### config.mk
export PLATFORM = sky130hd
export DESIGN_NAME = verdict_collector
export DESIGN_NICKNAME = d
export VERILOG_FILES = /design/src/rtl/verdict_collector.sv
export SDC_FILE = /design/constraint.sdc
export NUM_CORES = 2
export LEC_CHECK = 0
export CAP_MARGIN = 20
export CORE_AREA = 3 3 572 715
export CTS_CLUSTER_SIZE = 40
export DETAILED_ROUTE_END_ITERATION = 10
export DIE_AREA = 0 0 575 718
export SETUP_SLACK_MARGIN = 0.3
export SYNTH_ARGS = -nofsm -noshare
export SYNTH_HDL_FRONTEND = slang
export SYNTH_MEMORY_MAX_BITS = 65536
export SYNTH_SLANG_ARGS = --single-unit
### constraint.sdc
create_clock -name clk -period 94 [get_ports clk]
set_input_delay 18.8 -clock clk [delete_from_list [all_inputs] [get_ports clk]]
set_output_delay 18.8 -clock clk [all_outputs]
set_load 0.1 [all_outputs]
### src/rtl/verdict_collector.sv
// Verdict collector: timestamps every cycle in which the monitor reports at least one
// active output, buffers it as a record and drains it as (ts, idx, value) beats.
module verdict_collector #(
    parameter int NUM_OUT = 4,
    parameter int DATA_W  = 64,
    parameter int TS_W    = 32,
    parameter int DEPTH   = 16,
    localparam int IDX_W  = (NUM_OUT > 1) ? $clog2(NUM_OUT) : 1
) (
    input  logic                      clk,
    input  logic                      rst,
    input  logic                      en,
    input  logic [NUM_OUT*DATA_W-1:0] out_data,
    input  logic [NUM_OUT-1:0]        out_aktv,
    output logic                      rec_valid,
    input  logic                      rec_ready,
    output logic [TS_W-1:0]           rec_ts,
    output logic [IDX_W-1:0]          rec_idx,
    output logic [DATA_W-1:0]         rec_value,
    output logic                      rec_last,
    output logic                      overflow,
    output logic [15:0]               drop_count
);

    localparam int PTR_W = $clog2(DEPTH);
    localparam logic [PTR_W:0] FULL_COUNT = (PTR_W + 1)'(DEPTH);
    localparam logic [PTR_W:0] ONE_COUNT  = (PTR_W + 1)'(1);

    typedef enum logic {
        IDLE,
        EMIT
    } state_e;

    // Record storage, one slot per buffered monitor cycle.
    logic [TS_W-1:0]           ts_mem   [DEPTH];
    logic [NUM_OUT-1:0]        mask_mem [DEPTH];
    logic [NUM_OUT*DATA_W-1:0] data_mem [DEPTH];

    logic [TS_W-1:0]  ts_q;
    logic [PTR_W-1:0] wr_ptr_q;
    logic [PTR_W-1:0] rd_ptr_q;
    logic [PTR_W-1:0] rd_ptr_next;
    logic [PTR_W:0]   count_q;
    logic [PTR_W:0]   count_d;
    state_e           state_q;
    state_e           state_d;
    logic [IDX_W-1:0] idx_q;
    logic [IDX_W-1:0] idx_d;
    logic             overflow_q;
    logic [15:0]      drop_count_q;

    logic                      capture;
    logic                      full;
    logic                      push;
    logic                      drop;
    logic                      handshake;
    logic                      last_beat;
    logic                      pop;
    logic [NUM_OUT-1:0]        head_mask;
    logic [NUM_OUT-1:0]        next_head_mask;
    logic [NUM_OUT*DATA_W-1:0] head_data;

    function automatic logic [IDX_W-1:0] lowest_set(input logic [NUM_OUT-1:0] mask);
        lowest_set = '0;
        for (int i = NUM_OUT - 1; i >= 0; i--) begin
            if (mask[i]) lowest_set = IDX_W'(i);
        end
    endfunction

    function automatic logic [IDX_W-1:0] next_set(input logic [NUM_OUT-1:0] mask,
                                                  input logic [IDX_W-1:0]   cur);
        next_set = cur;
        for (int i = NUM_OUT - 1; i >= 0; i--) begin
            if (mask[i] && (i > int'(cur))) next_set = IDX_W'(i);
        end
    endfunction

    function automatic logic has_higher(input logic [NUM_OUT-1:0] mask,
                                        input logic [IDX_W-1:0]   cur);
        has_higher = 1'b0;
        for (int i = 0; i < NUM_OUT; i++) begin
            if (mask[i] && (i > int'(cur))) has_higher = 1'b1;
        end
    endfunction

    assign capture   = en && (out_aktv != '0);
    // Fullness comes from the registered count, so a same-cycle pop never frees a slot.
    assign full      = (count_q == FULL_COUNT);
    assign push      = capture && !full;
    assign drop      = capture && full;

    assign head_mask   = mask_mem[rd_ptr_q];
    assign head_data   = data_mem[rd_ptr_q];
    assign rd_ptr_next = rd_ptr_q + PTR_W'(1);
    assign last_beat   = !has_higher(head_mask, idx_q);
    assign handshake   = (state_q == EMIT) && rec_ready;
    assign pop         = handshake && last_beat;

    // With a single record left, the next head is the one being pushed this cycle.
    assign next_head_mask = (count_q == ONE_COUNT) ? out_aktv : mask_mem[rd_ptr_next];

    assign count_d = count_q + (PTR_W + 1)'(push) - (PTR_W + 1)'(pop);

    // NOTE: every always_comb output gets a default first so no path leaves it unassigned
    // (which would infer a latch).
    always_comb begin
        state_d = state_q;
        idx_d   = idx_q;
        unique case (state_q)
            IDLE: begin
                if (count_q != '0) begin
                    state_d = EMIT;
                    idx_d   = lowest_set(head_mask);
                end
            end
            EMIT: begin
                if (handshake) begin
                    if (!last_beat) begin
                        idx_d = next_set(head_mask, idx_q);
                    end else if ((count_q > ONE_COUNT) || push) begin
                        idx_d = lowest_set(next_head_mask);
                    end else begin
                        state_d = IDLE;
                        idx_d   = '0;
                    end
                end
            end
            default: begin
                state_d = IDLE;
                idx_d   = '0;
            end
        endcase
    end

    // NOTE: sequential state uses non-blocking assignments so every register samples
    // pre-edge values regardless of block ordering.
    always_ff @(posedge clk or negedge rst) begin
        if (!rst) begin
            ts_q         <= '0;
            wr_ptr_q     <= '0;
            rd_ptr_q     <= '0;
            count_q      <= '0;
            state_q      <= IDLE;
            idx_q        <= '0;
            overflow_q   <= 1'b0;
            drop_count_q <= '0;
        end else begin
            if (en) ts_q <= ts_q + TS_W'(1);
            if (push) wr_ptr_q <= wr_ptr_q + PTR_W'(1);
            if (pop) rd_ptr_q <= rd_ptr_next;
            count_q <= count_d;
            state_q <= state_d;
            idx_q   <= idx_d;
            if (drop) begin
                overflow_q <= 1'b1;
                if (drop_count_q != 16'hFFFF) drop_count_q <= drop_count_q + 16'd1;
            end
        end
    end

    // NOTE: the record storage has no reset; the pointers and count define which
    // entries are meaningful, so clearing the array would only cost reset fan-out.
    always_ff @(posedge clk) begin
        if (push) begin
            ts_mem[wr_ptr_q]   <= ts_q;
            mask_mem[wr_ptr_q] <= out_aktv;
            data_mem[wr_ptr_q] <= out_data;
        end
    end

    assign rec_valid  = (state_q == EMIT);
    assign rec_ts     = rec_valid ? ts_mem[rd_ptr_q] : '0;
    assign rec_idx    = rec_valid ? idx_q : '0;
    assign rec_value  = rec_valid ? head_data[int'(idx_q)*DATA_W +: DATA_W] : '0;
    assign rec_last   = rec_valid && last_beat;
    assign overflow   = overflow_q;
    assign drop_count = drop_count_q;

endmodule
==> flow_summary_export.csv <==
group,metric,value,unit
worst_setup_path,startpoint_type,"flop",
worst_hold_path,whs_endpoint,"overflow$_DFFE_PN0P_",
yosys,synth_top_cell_by_area,"edfxtp_1",
sta,fmaxAchievable,37.1,MHz
power,leakage,0.0633,uW
clock_tree,cts.path.max_buffers,4,
die,rows,260,
placed_design,port_buffers,380,
worst_setup_path,crit_path_frequent_cell,"buf_4",
route,routedWlPerCell,32.5,um
clock_tree,h-tree-depth,5,
die,die_h,718,um
run,drv_cap,0,
yosys,ys_seq_area_share,78.4,%
clock_tree,ctsHoldBuffers,0,
sta,setup_viol,0,
sta,finClkSkew,62.3,ps
final_layout,multiInputGateArea,0.0373,mm2
yosys,yosysUniqueCellTypes,58,
yosys,synth.most_common_cell,"edfxtp_1",
sta,slew_headroom,17.6,%
global_route,grt_pass1_vias,85400,
worst_setup_path,max_stage_delay,970,ps
placed_design,dp_hpwl,229000,um
worst_setup_path,path_cells,"buf_4, buf_4, buf_4, buf_4, mux4_2, mux4_2, mux4_2, and2_1, clkdlybuf4s50_1",
yosys,yosys_register_bits,4737,
global_route,busiest_layer,"met2",
worst_setup_path,r2r_cells,11,
global_route,antenna_found_initial,146,
final_layout,drive_gt1_share,27.9,%
worst_setup_path,cp-end-kind,"output pin",
worst_setup_path,rrSetupSlack,88740,ps
power,vdd.ir_drop.worst,67.1,uV
worst_hold_path,hold_path_class,"flop to flop",
placed_design,gp_congestion,0.739,
yosys,synth_edf_count,4672,
worst_setup_path,critPathArrivalTime,8120,ps
yosys,syn_area_per_cell,25.0,um2
route,drtIter0Drc,8746,
die,die_area,0.413,mm2
global_route,track_usage,21.4,%
clock_tree,cts_resized,0,
final_layout,nFillCells,31100,
yosys,ys.warnings.count,0,
clock_tree,clkLatencyLatePin,1000,ps
final_layout,final_cell_area,0.206,mm2
global_route,grt_use_met1,29.0,%
die,start_util,45.0,%
die,ios,381,
route,drc_errors,0,
final_layout,nNetsFinal,8157,
sta,slew_viol_final,0,
die,die_x,575,um
final_layout,synthToLayoutAreaGrowth,14.0,%
yosys,async_flop_share,1.37,%
yosys,synth_top_flop_cell,"edfxtp_1",
yosys,syn-cell-area,0.181,mm2
final_layout,seq_area,0.142,mm2
global_route,grt_max_degree,154,
worst_hold_path,holdPathStages,1,
power,powerDensity,32.2,mW/mm2
global_route,grtUsageMet2,35.1,%
status,status,"finished, final reports clean",
global_route,grt_overflow,0,
global_route,grtUsageMet3,5.31,%
sta,setup_tns,0,ps
route,vias,81000,
route,wirelength,445000,um
sta,rsz0062_at_grt,"no",
yosys,synth_area_leaders,"edfxtp_1 78%, mux4_2 18%, dfrtp_1 0.90%, mux2i_1 0.61%, clkbuf_1 0.37%",
worst_setup_path,critical-path-slowest-cell,"clkdlybuf4s50_1",
route,via_per_inst,5.92,
clock_tree,path_clk_slew,60,ps
global_route,grt_pass1_wl,636000,um
die,core-area,0.402,mm2
clock_tree,numCtsBuffers,447,
sta,hold_viol_final,0,
worst_setup_path,r2r-end,"data_mem[10][123]$_DFFE_PP_",
worst_setup_path,rr_startpoint,"count_q[2]$_DFF_PN0_",
sta,post-route-min-period,26920,ps
placed_design,place_area,0.192,mm2
clock_tree,root_buffer,"clkbuf_16",
worst_setup_path,cp_max_fo,47,
yosys,synth_top_area_share,77.5,%
sta,tightest_slew,1230,ps
route,dr.pass1.iters,5,
worst_setup_path,critical_path_class,"flop to output pin",
route,final_antenna_net_count,0,
worst_setup_path,critPathRequiredTime,75200,ps
yosys,synth_nets,7521,
clock_tree,cts_tree,"yes",
clock_tree,cts.sinks,4737,
worst_hold_path,hold_path.startpoint,"overflow$_DFFE_PN0P_",
clock_tree,postCtsSetupRepairBufs,0,
yosys,synthTopCellsByCount,"4,672 x edfxtp_1, 1,446 x mux4_2, 177 x clkbuf_1, 120 x buf_2, 111 x mux2i_1",
yosys,synthCells,7241,
sta,finalCritPeriodShare,28.6,%
==> logic make-up after synthesis <==
logic type / count (synthesis) / synth area share, %
compound gates: 157 / 0.605
xor+xnor: 57 / 0.276
fa+ha+maj: 16 / 0.115
buf+inv: 401 / 1.00
flops: 4737 / 78.4
mux: 1569 / 18.7
simple gates: 304 / 0.881
==> final cells by class <==
| class | instances | area share (%) |
|---|---|---|
| antenna | 57 | 0.0691 |
| clock buffer | 548 | 5.70 |
| clock inverter | 272 | 1.30 |
| inverter | 22 | 0.0461 |
| multi-input combinational | 2103 | 18.1 |
| sequential | 4737 | 68.8 |
| tap | 5371 | 3.26 |
| timing repair buffer | 566 | 2.75 |
==> per-layer routing <==
layer / vias to the layer above / share of wire, %
li1: 32800 / -
met1: 44500 / 40
met2: 2815 / 50
met3: 697 / 8.2
met4: 104 / 2.5
met5: - / 0.15
==> cell usage in the layout, fill, tap and decap left out, drive strengths merged, types with 3 or more instances in the layout <==
cell type	n
o21ai	33
nand2	67
a221oi	8
clkinvlp	17
nor2	43
nor3b	3
mux2	11
o211ai	6
nor4	4
and3	4
clkdlybuf4s50	378
a21oi	22
a311oi	9
nand4	11
diode	57
mux4	1447
and4	3
a31oi	7
mux2i	111
inv	32
edfxtp	4672
nand3	22
a211oi	13
clkbuf	548
a22oi	8
nor3	16
ha	15
o22ai	10
bufinv	41
and2	92
o221ai	24
xor2	19
xnor2	38
buf	188
dfrtp	65
nor2b	33
clkinv	204
==> how the worst max path moves through the flow <==
stage                             from                        to  depth (start not counted)
2_1_floorplan                       en  data_mem[0][0]$_DFFE_PP_                          5
3_3_place_gp   rd_ptr_q[0]$_DFFE_PN0P_             rec_value[25]                          9
3_5_place_dp   rd_ptr_q[0]$_DFFE_PN0P_             rec_value[28]                          9
4_1_cts        rd_ptr_q[0]$_DFFE_PN0P_             rec_value[25]                          9
5_1_grt        rd_ptr_q[0]$_DFFE_PN0P_             rec_value[25]                          9
6_report       rd_ptr_q[0]$_DFFE_PN0P_             rec_value[25]                          9
==> power by group <==
group | leakage [uW] | switching, uW | internal [uW]
clock network | 0.00703 | 777 | 1000
registers | 0.0428 | 58.1 | 2530
logic | 0.0135 | 1370 | 902
total | 0.0633 | 2200 | 4430
==> critical path, delay by kind of cell, from the launching register on <==
kind | cells | cell delay (ps)
buffers and inverters | 5 | 4240
multiplexers | 3 | 1650
flip-flops | 1 | 840
AND/OR/NAND/NOR | 1 | 200
==> state kept, by name, summed over array words and instances, names as in the netlist, 2 cells and up <==
register	count
drop_count	16
count_q	5
wr_ptr_q	4
rd_ptr_q	4
ts_mem	512
mask_mem	64
ts_q	32
data_mem	4096
idx_q	2
==> per-stage QoR <==
stage               hold slack [ps]  total power (uW)  setup WS, ps  std cells  util [%]
floorplan                       514              4350         45090       7241         -
global placement                454              4910         67860      12800      47.6
detailed placement              457              4940         67820      12800      47.7
CTS                             471              6720         66700      13600      51.3
global route                    508              6890         66370      13600      51.3
finish                          467              6640         67080      13700      51.3
Power figures use the tool's default switching activity.
